### src/rtl/cache_fill_arbiter_pkg.sv
// Shared types and block geometry for the I/D cache fill arbiter.
// A block is 8 sixteen-bit words, always 16-byte aligned.
package cache_fill_pkg;

    localparam int          BLOCK_WORDS = 8;
    localparam int          WORD_IDX_W  = 3;
    localparam logic [15:0] BLOCK_MASK  = 16'hFFF0;

    typedef enum logic {
        IDLE = 1'b0,
        FILL = 1'b1
    } arb_state_t;

    typedef enum logic {
        OWN_I = 1'b0,
        OWN_D = 1'b1
    } owner_t;

endpackage

### src/rtl/cache_fill_arbiter_if.sv
// Cache-controller and memory-side signals of the fill arbiter.
// slave = arbiter side, master = caches plus memory model.
interface cache_fill_arbiter_if
    import cache_fill_pkg::WORD_IDX_W;
#(
    parameter int ADDR_W = 16,
    parameter int DATA_W = 16
) ();

    logic                  i_miss_req;
    logic [ADDR_W-1:0]     i_miss_addr;
    logic                  d_miss_req;
    logic [ADDR_W-1:0]     d_miss_addr;
    logic                  d_wr_req;
    logic [ADDR_W-1:0]     d_wr_addr;
    logic [DATA_W-1:0]     d_wr_data;

    logic                  i_fill_we;
    logic                  d_fill_we;
    logic [WORD_IDX_W-1:0] fill_word;
    logic [DATA_W-1:0]     fill_data;
    logic                  i_fill_done;
    logic                  d_fill_done;
    logic                  d_wr_ack;
    logic                  busy;

    logic                  mem_en;
    logic                  mem_wr;
    logic [ADDR_W-1:0]     mem_addr;
    logic [DATA_W-1:0]     mem_wdata;
    logic [DATA_W-1:0]     mem_rdata;
    logic                  mem_rvalid;

    modport slave (
        input  i_miss_req, i_miss_addr, d_miss_req, d_miss_addr,
        input  d_wr_req, d_wr_addr, d_wr_data,
        input  mem_rdata, mem_rvalid,
        output i_fill_we, d_fill_we, fill_word, fill_data,
        output i_fill_done, d_fill_done, d_wr_ack, busy,
        output mem_en, mem_wr, mem_addr, mem_wdata
    );

    modport master (
        output i_miss_req, i_miss_addr, d_miss_req, d_miss_addr,
        output d_wr_req, d_wr_addr, d_wr_data,
        output mem_rdata, mem_rvalid,
        input  i_fill_we, d_fill_we, fill_word, fill_data,
        input  i_fill_done, d_fill_done, d_wr_ack, busy,
        input  mem_en, mem_wr, mem_addr, mem_wdata
    );

endinterface

### src/rtl/cache_fill_arbiter_block_addr_gen.sv
// Block base, issue and receive counters for one fill; issue addresses are combinational.
// Receive count is advanced only by returned data, so completion is latency independent.
module block_addr_gen
    import cache_fill_pkg::WORD_IDX_W;
    import cache_fill_pkg::BLOCK_MASK;
#(
    parameter int BLOCK_WORDS = 8,
    parameter int ADDR_W      = 16
) (
    input  logic                  clk,
    input  logic                  rst,
    input  logic                  i_load,
    input  logic [ADDR_W-1:0]     i_miss_addr,
    input  logic                  i_issue,
    input  logic                  i_rcv,
    input  logic                  i_clear,
    output logic [ADDR_W-1:0]     o_mem_addr,
    output logic [WORD_IDX_W-1:0] o_fill_word,
    output logic                  o_issue_done,
    output logic                  o_last_word
);

    logic [ADDR_W-1:0]     r_base;
    logic [WORD_IDX_W:0]   r_issue_cnt;
    logic [WORD_IDX_W-1:0] r_rcv_cnt;
    logic [ADDR_W-1:0]     w_byte_ofs;

    // Offset never exceeds the block, so the sum stays inside it even at 0xFFF0.
    assign w_byte_ofs   = ADDR_W'({r_issue_cnt[WORD_IDX_W-1:0], 1'b0});
    assign o_mem_addr   = r_base + w_byte_ofs;
    assign o_fill_word  = r_rcv_cnt;
    assign o_issue_done = (r_issue_cnt == (WORD_IDX_W+1)'(BLOCK_WORDS));
    assign o_last_word  = (r_rcv_cnt == WORD_IDX_W'(BLOCK_WORDS - 1));

    always_ff @(posedge clk or posedge rst) begin
        if (rst) begin
            r_base      <= '0;
            r_issue_cnt <= '0;
            r_rcv_cnt   <= '0;
        end else if (i_load) begin
            r_base      <= i_miss_addr & ADDR_W'(BLOCK_MASK);
            r_issue_cnt <= '0;
            r_rcv_cnt   <= '0;
        end else if (i_clear) begin
            r_issue_cnt <= '0;
            r_rcv_cnt   <= '0;
        end else begin
            if (i_issue && !o_issue_done) begin
                r_issue_cnt <= r_issue_cnt + 1'b1;
            end
            if (i_rcv) begin
                r_rcv_cnt <= r_rcv_cnt + 1'b1;
            end
        end
    end

endmodule

### src/rtl/cache_fill_arbiter.sv
// Shares one pipelined memory between I and D caches: write-through stores, then 8-word block fills.
// Stores are acked combinationally in IDLE; every request waits while a fill is in flight.
module cache_fill_arbiter
    import cache_fill_pkg::WORD_IDX_W;
    import cache_fill_pkg::arb_state_t;
    import cache_fill_pkg::owner_t;
    import cache_fill_pkg::IDLE;
    import cache_fill_pkg::FILL;
    import cache_fill_pkg::OWN_I;
    import cache_fill_pkg::OWN_D;
#(
    parameter int BLOCK_WORDS = 8,
    parameter int ADDR_W      = 16,
    parameter int DATA_W      = 16
) (
    input logic                 clk,
    input logic                 rst,
    cache_fill_arbiter_if.slave bus
);

    arb_state_t            r_state;
    owner_t                r_owner;

    logic                  w_idle;
    logic                  w_fill;
    logic                  w_grant_wr;
    logic                  w_grant_miss;
    logic                  w_issue;
    logic                  w_rcv;
    logic                  w_done;
    logic                  w_issue_done;
    logic                  w_last_word;
    logic [ADDR_W-1:0]     w_miss_addr;
    logic [ADDR_W-1:0]     w_blk_addr;
    logic [WORD_IDX_W-1:0] w_fill_word;

    // rst is folded in so outputs drop the instant reset rises, not at the next edge.
    assign w_idle       = (r_state == IDLE) && !rst;
    assign w_fill       = (r_state == FILL) && !rst;
    assign w_grant_wr   = w_idle && bus.d_wr_req;
    assign w_grant_miss = w_idle && !bus.d_wr_req && (bus.d_miss_req || bus.i_miss_req);
    assign w_miss_addr  = bus.d_miss_req ? bus.d_miss_addr : bus.i_miss_addr;
    assign w_issue      = w_fill && !w_issue_done;
    assign w_rcv        = w_fill && bus.mem_rvalid;
    assign w_done       = w_rcv && w_last_word;

    block_addr_gen #(
        .BLOCK_WORDS (BLOCK_WORDS),
        .ADDR_W      (ADDR_W)
    ) u_addr_gen (
        .clk          (clk),
        .rst          (rst),
        .i_load       (w_grant_miss),
        .i_miss_addr  (w_miss_addr),
        .i_issue      (w_issue),
        .i_rcv        (w_rcv),
        .i_clear      (w_done),
        .o_mem_addr   (w_blk_addr),
        .o_fill_word  (w_fill_word),
        .o_issue_done (w_issue_done),
        .o_last_word  (w_last_word)
    );

    always_ff @(posedge clk or posedge rst) begin
        if (rst) begin
            r_state <= IDLE;
            r_owner <= OWN_I;
        end else begin
            case (r_state)
                IDLE: begin
                    if (w_grant_miss) begin
                        r_state <= FILL;
                        r_owner <= bus.d_miss_req ? OWN_D : OWN_I;
                    end
                end
                FILL: begin
                    if (w_done) begin
                        r_state <= IDLE;
                    end
                end
                default: r_state <= IDLE;
            endcase
        end
    end

    always_comb begin
        bus.mem_en      = 1'b0;
        bus.mem_wr      = 1'b0;
        bus.mem_addr    = '0;
        bus.mem_wdata   = '0;
        bus.d_wr_ack    = 1'b0;
        bus.i_fill_we   = 1'b0;
        bus.d_fill_we   = 1'b0;
        bus.fill_word   = '0;
        bus.fill_data   = '0;
        bus.i_fill_done = 1'b0;
        bus.d_fill_done = 1'b0;

        if (w_grant_wr) begin
            bus.mem_en    = 1'b1;
            bus.mem_wr    = 1'b1;
            bus.mem_addr  = bus.d_wr_addr;
            bus.mem_wdata = bus.d_wr_data;
            bus.d_wr_ack  = 1'b1;
        end else if (w_issue) begin
            bus.mem_en   = 1'b1;
            bus.mem_addr = w_blk_addr;
        end

        // Returned data may overlap issue; only the owner's array is written.
        if (w_rcv) begin
            bus.fill_word = w_fill_word;
            bus.fill_data = bus.mem_rdata;
            if (r_owner == OWN_D) begin
                bus.d_fill_we   = 1'b1;
                bus.d_fill_done = w_last_word;
            end else begin
                bus.i_fill_we   = 1'b1;
                bus.i_fill_done = w_last_word;
            end
        end
    end

    assign bus.busy = (r_state == FILL);

    a_no_miss_with_store: assert property (@(posedge clk) disable iff (rst)
        !(bus.d_miss_req && bus.d_wr_req));

    a_i_miss_held: assert property (@(posedge clk) disable iff (rst)
        (r_state == FILL && r_owner == OWN_I) |-> bus.i_miss_req);

    a_d_miss_held: assert property (@(posedge clk) disable iff (rst)
        (r_state == FILL && r_owner == OWN_D) |-> bus.d_miss_req);

endmodule

### src/flat_wrapper.sv
// flat-port wrapper written by rule: the top's interface ports become plain ports
module cache_fill_arbiter_flat import cache_fill_pkg::WORD_IDX_W; import cache_fill_pkg::arb_state_t; import cache_fill_pkg::owner_t; import cache_fill_pkg::IDLE; import cache_fill_pkg::FILL; import cache_fill_pkg::OWN_I; import cache_fill_pkg::OWN_D;
#(
    parameter int BLOCK_WORDS = 8,
    parameter int ADDR_W      = 16,
    parameter int DATA_W      = 16
)
  (clk, rst, bus_i_miss_req, bus_i_miss_addr, bus_d_miss_req, bus_d_miss_addr, bus_d_wr_req, bus_d_wr_addr, bus_d_wr_data, bus_mem_rdata, bus_mem_rvalid, bus_i_fill_we, bus_d_fill_we, bus_fill_word, bus_fill_data, bus_i_fill_done, bus_d_fill_done, bus_d_wr_ack, bus_busy, bus_mem_en, bus_mem_wr, bus_mem_addr, bus_mem_wdata);
  cache_fill_arbiter_if #(.ADDR_W(ADDR_W), .DATA_W(DATA_W)) bus_i ();
  input logic clk;
  input logic rst;
  input wire logic [$bits(bus_i.i_miss_req)-1:0] bus_i_miss_req;
  input wire logic [$bits(bus_i.i_miss_addr)-1:0] bus_i_miss_addr;
  input wire logic [$bits(bus_i.d_miss_req)-1:0] bus_d_miss_req;
  input wire logic [$bits(bus_i.d_miss_addr)-1:0] bus_d_miss_addr;
  input wire logic [$bits(bus_i.d_wr_req)-1:0] bus_d_wr_req;
  input wire logic [$bits(bus_i.d_wr_addr)-1:0] bus_d_wr_addr;
  input wire logic [$bits(bus_i.d_wr_data)-1:0] bus_d_wr_data;
  input wire logic [$bits(bus_i.mem_rdata)-1:0] bus_mem_rdata;
  input wire logic [$bits(bus_i.mem_rvalid)-1:0] bus_mem_rvalid;
  output wire logic [$bits(bus_i.i_fill_we)-1:0] bus_i_fill_we;
  output wire logic [$bits(bus_i.d_fill_we)-1:0] bus_d_fill_we;
  output wire logic [$bits(bus_i.fill_word)-1:0] bus_fill_word;
  output wire logic [$bits(bus_i.fill_data)-1:0] bus_fill_data;
  output wire logic [$bits(bus_i.i_fill_done)-1:0] bus_i_fill_done;
  output wire logic [$bits(bus_i.d_fill_done)-1:0] bus_d_fill_done;
  output wire logic [$bits(bus_i.d_wr_ack)-1:0] bus_d_wr_ack;
  output wire logic [$bits(bus_i.busy)-1:0] bus_busy;
  output wire logic [$bits(bus_i.mem_en)-1:0] bus_mem_en;
  output wire logic [$bits(bus_i.mem_wr)-1:0] bus_mem_wr;
  output wire logic [$bits(bus_i.mem_addr)-1:0] bus_mem_addr;
  output wire logic [$bits(bus_i.mem_wdata)-1:0] bus_mem_wdata;
  assign bus_i.i_miss_req = bus_i_miss_req;
  assign bus_i.i_miss_addr = bus_i_miss_addr;
  assign bus_i.d_miss_req = bus_d_miss_req;
  assign bus_i.d_miss_addr = bus_d_miss_addr;
  assign bus_i.d_wr_req = bus_d_wr_req;
  assign bus_i.d_wr_addr = bus_d_wr_addr;
  assign bus_i.d_wr_data = bus_d_wr_data;
  assign bus_i.mem_rdata = bus_mem_rdata;
  assign bus_i.mem_rvalid = bus_mem_rvalid;
  assign bus_i_fill_we = bus_i.i_fill_we;
  assign bus_d_fill_we = bus_i.d_fill_we;
  assign bus_fill_word = bus_i.fill_word;
  assign bus_fill_data = bus_i.fill_data;
  assign bus_i_fill_done = bus_i.i_fill_done;
  assign bus_d_fill_done = bus_i.d_fill_done;
  assign bus_d_wr_ack = bus_i.d_wr_ack;
  assign bus_busy = bus_i.busy;
  assign bus_mem_en = bus_i.mem_en;
  assign bus_mem_wr = bus_i.mem_wr;
  assign bus_mem_addr = bus_i.mem_addr;
  assign bus_mem_wdata = bus_i.mem_wdata;
  cache_fill_arbiter #(.BLOCK_WORDS(BLOCK_WORDS), .ADDR_W(ADDR_W), .DATA_W(DATA_W)) u_core (.clk(clk), .rst(rst), .bus(bus_i));
endmodule
### config.mk
export PLATFORM = sky130hd
export DESIGN_NAME = cache_fill_arbiter_flat
export DESIGN_NICKNAME = d
export VERILOG_FILES = /design/src/rtl/cache_fill_arbiter_pkg.sv /design/src/rtl/cache_fill_arbiter_if.sv /design/src/rtl/cache_fill_arbiter_block_addr_gen.sv /design/src/rtl/cache_fill_arbiter.sv /design/src/flat_wrapper.sv
export SDC_FILE = /design/constraint.sdc
export NUM_CORES = 1
export LEC_CHECK = 0
export CORE_MARGIN = 2
export CORE_UTILIZATION = 29
export CTS_CLUSTER_SIZE = 25
export DETAILED_ROUTE_END_ITERATION = 10
export GPL_TIMING_DRIVEN = 1
export PLACE_DENSITY = 0.79
export SLEW_MARGIN = 20
export SYNTH_ARGS = -nofsm -noshare
export SYNTH_HDL_FRONTEND = slang
export SYNTH_SLANG_ARGS = --single-unit
### constraint.sdc
create_clock -name clk -period 2 [get_ports clk]
set_clock_uncertainty 0.1 [all_clocks]
set_input_delay 0.6 -clock clk [delete_from_list [all_inputs] [get_ports clk]]
set_output_delay 0.6 -clock clk [all_outputs]
set_load 0.02 [all_outputs]
==> impl_metrics.toml <==
[yosys]
yosysWarnings = 0
syn_area_um2 = 1635
synth_seq_cells = 21
async_reset_ff_share_pct = 100.0
synth_top_area_share_pct = 32.13
avgSynthCellArea_um2 = 8.562
syn_inst = 191
synth_edf_count = 0
synth_seq_area_share_pct = 32.13
yosysUniqueCellTypes = 29
yosys.area.top_type = "dfrtp_1"
syn-num-nets = 281
synth-main-ff-cell = "dfrtp_1"
synthTopCellsByArea = "dfrtp_1 32%, and2_1 14%, mux2_2 13%"

[clocking]
clkLatencyLatePin_ns = 0.26
cts_root_buffer = "clkbuf_8"
h-tree-depth = 1
cts_made_buffers = 3
path_clk_slew_ns = 0.08
cts_tree = "yes"
numClockSinks = 21
cts_hold_buffers = 0
cts_max_path_buffers = 2

[critical_path]
critPathSlowestCell = "a211o_4"
critPathRequiredTime_ns = 1.30
crit_fanout = 7
cpPeakStageDelay_ns = 0.41
crit_path_frequent_cell = "buf_4"
criticalPathCategory = "flip-flop to output port"
cp.arrival_ns = 1.89
crit_path_end_kind = "output port"
critPathLaunchType = "flip-flop"
cp_cell_sequence = "inv_2 > ha_4 > and3b_2 > a211o_4 > buf_4 > a21oi_4 > buf_4"

[drt]
wl_per_cell_um = 15.59
firstDrtPassIters = 4
drt_first_iter_violations = 86
via_per_inst = 4.640
wl_um = 7109
final_antenna_net_count = 0
drc = 0
vias = 2116

[place]
gp_congestion = 0.7224
dp.cells = 415
placed_area_um2 = 3513
dp.final_hpwl_um = 4777
port_buffers = 136
pre_cts_ws_ns = -1.336

[sta]
worst_slack_ns = -0.5886
hold_viol_final = 0
min_period_ns = 2.589
slew_headroom_pct = 67.79
worstMarginPinSlew_ns = 0.4780
report.final.slew_viol_count = 0
finalCritPeriodShare_pct = 129.4
rsz0062_at_grt = "true"
timing.fmax_ghz = 0.3863
finalHoldWorstSlack_ns = 0.3009
setup_violations = 58

[power_and_ir_drop]
p_leak_uw = 0.001896
ir_drop_v = 0.0005541
power_density_nw_per_um2 = 895.6

[die]
floorplan.die_area_um2 = 6256
die_y_um = 79.10
die_w_um = 79.10
io_pins = 145
rows = 27
start_util_pct = 29.88
core_um2 = 5473

[final_layout]
finalNonFillerCells = 456
design_area_um2 = 4228
fin_util_pct = 77.25
layout.nets = 475
layout_common_cells = "72 x clkdlybuf4s50_1, 72 x buf_6, 40 x buf_4"
layout-drive-gt1-share_pct = 59.90
n_antenna_cell = 0
area_delta_synth_final_pct = 158.5

[worst_hold_path]
min_path_type = "primary input to async pin"

[outcome]
outcome = "finished, violations left"
violations = "negative setup slack"

[job]
cap_violations = 0

[global_routing]
antenna_found_initial = 0
grt_pass1_vias = 2203
grt_pass1_wl_um = 10870
overflow = 0
grt_usage_pct = 22.12
grt_start_max_net_pins = 15
## stage by stage
step                total power [uW]  setup TNS (ns)
floorplan                       1994          -6.741
global placement                2788          -70.38
detailed placement              2838          -71.34
CTS                             3597          -18.58
global route                    4007          -22.56
finish                          3786          -20.57
## cell families (layout without fill, tap and decap cells)
family          Yosys count  count (layout)  share of synthesized area (%)
compound gates           30              30                          10.18
fa+ha+maj                 4               4                          3.061
buf+inv                  20             213                          6.961
flops                    21              21                          32.13
mux                      25              25                          17.21
simple gates             91              91                          30.45
## registers in the layout, summed over array words and instances, names as in the netlist
| name | count |
|---|---|
| u_core.r_owner | 1 |
| u_core.u_addr_gen.r_issue_cnt | 4 |
| u_core.u_addr_gen.r_base | 12 |
| u_core.u_addr_gen.o_fill_word | 3 |
| u_core.bus.busy | 1 |
## layer usage
layer	up-vias	GRT usage, %	routed length [um]
met5	-	0	0
li1	1028	-	-
met4	0	3.276	43
met2	47	42.71	4023
met3	4	4.091	266
met1	1037	25.62	2775
## cells in the mapped netlist (4+ instances only)
cell,instances
and2_1,36
inv_1,6
nand3_1,4
ha_1,4
a21oi_1,21
nand2_1,30
clkbuf_1,4
mux2_2,19
dfrtp_1,21
o21ai_0,4
nor2_1,8
mux2_1,6
## power by group
part	switching, uW	leakage, uW	internal [uW]
Combinational	1200	0.00162	1510
Sequential	167	0.000255	628
Clock	138	0.0000228	142
Total	1500	0.00190	2280
## repair_timing
item	4_1_cts	5_1_grt
buffers inserted	27	7
hold endpoints to repair	0	0
endpoints found under the setup margin	67	71
pin swaps	21	17
cloned	4	1
gates resized for setup	413	19
## area by class of cell
| class | count | area, um^2 |
|---|---|---|
| timing repair buffer | 199 | 2085 |
| multi-input combinational | 150 | 1399 |
| fill | 372 | 1245 |
| sequential | 21 | 525.5 |
| tap | 72 | 90.09 |
| clock buffer | 4 | 45.04 |
| inverter | 7 | 42.54 |
| timing repair inverter | 3 | 41.29 |
## final timing paths
check                                                 start                          endpoint  slack, ns  depth (start not counted)
hold / removal                                          rst  u_core.u_addr_gen.o_fill_word[1]       0.30                          3
setup reg to reg                            u_core.bus.busy       u_core.u_addr_gen.r_base[6]       0.26                          5
setup / recovery           u_core.u_addr_gen.r_issue_cnt[0]                  bus_mem_addr[10]      -0.59                          7
min in group clk               u_core.u_addr_gen.r_base[14]      u_core.u_addr_gen.r_base[14]       0.42                          1
max in group asynchronous                               rst  u_core.u_addr_gen.r_issue_cnt[0]       1.07                          4
hold reg to reg                u_core.u_addr_gen.r_base[14]      u_core.u_addr_gen.r_base[14]       0.42                          1
## worst max-delay path, delay by kind of cell (launching register included)
family                   cells  cell delay (ns)
AND/OR/NAND/NOR              1             0.21
flip-flops                   1             0.37
buffers and inverters        3             0.39
AO/OA/AOI/OAI                2             0.50
adder cells (fa/ha/maj)      1             0.16
Power figures use the tool's default switching activity.
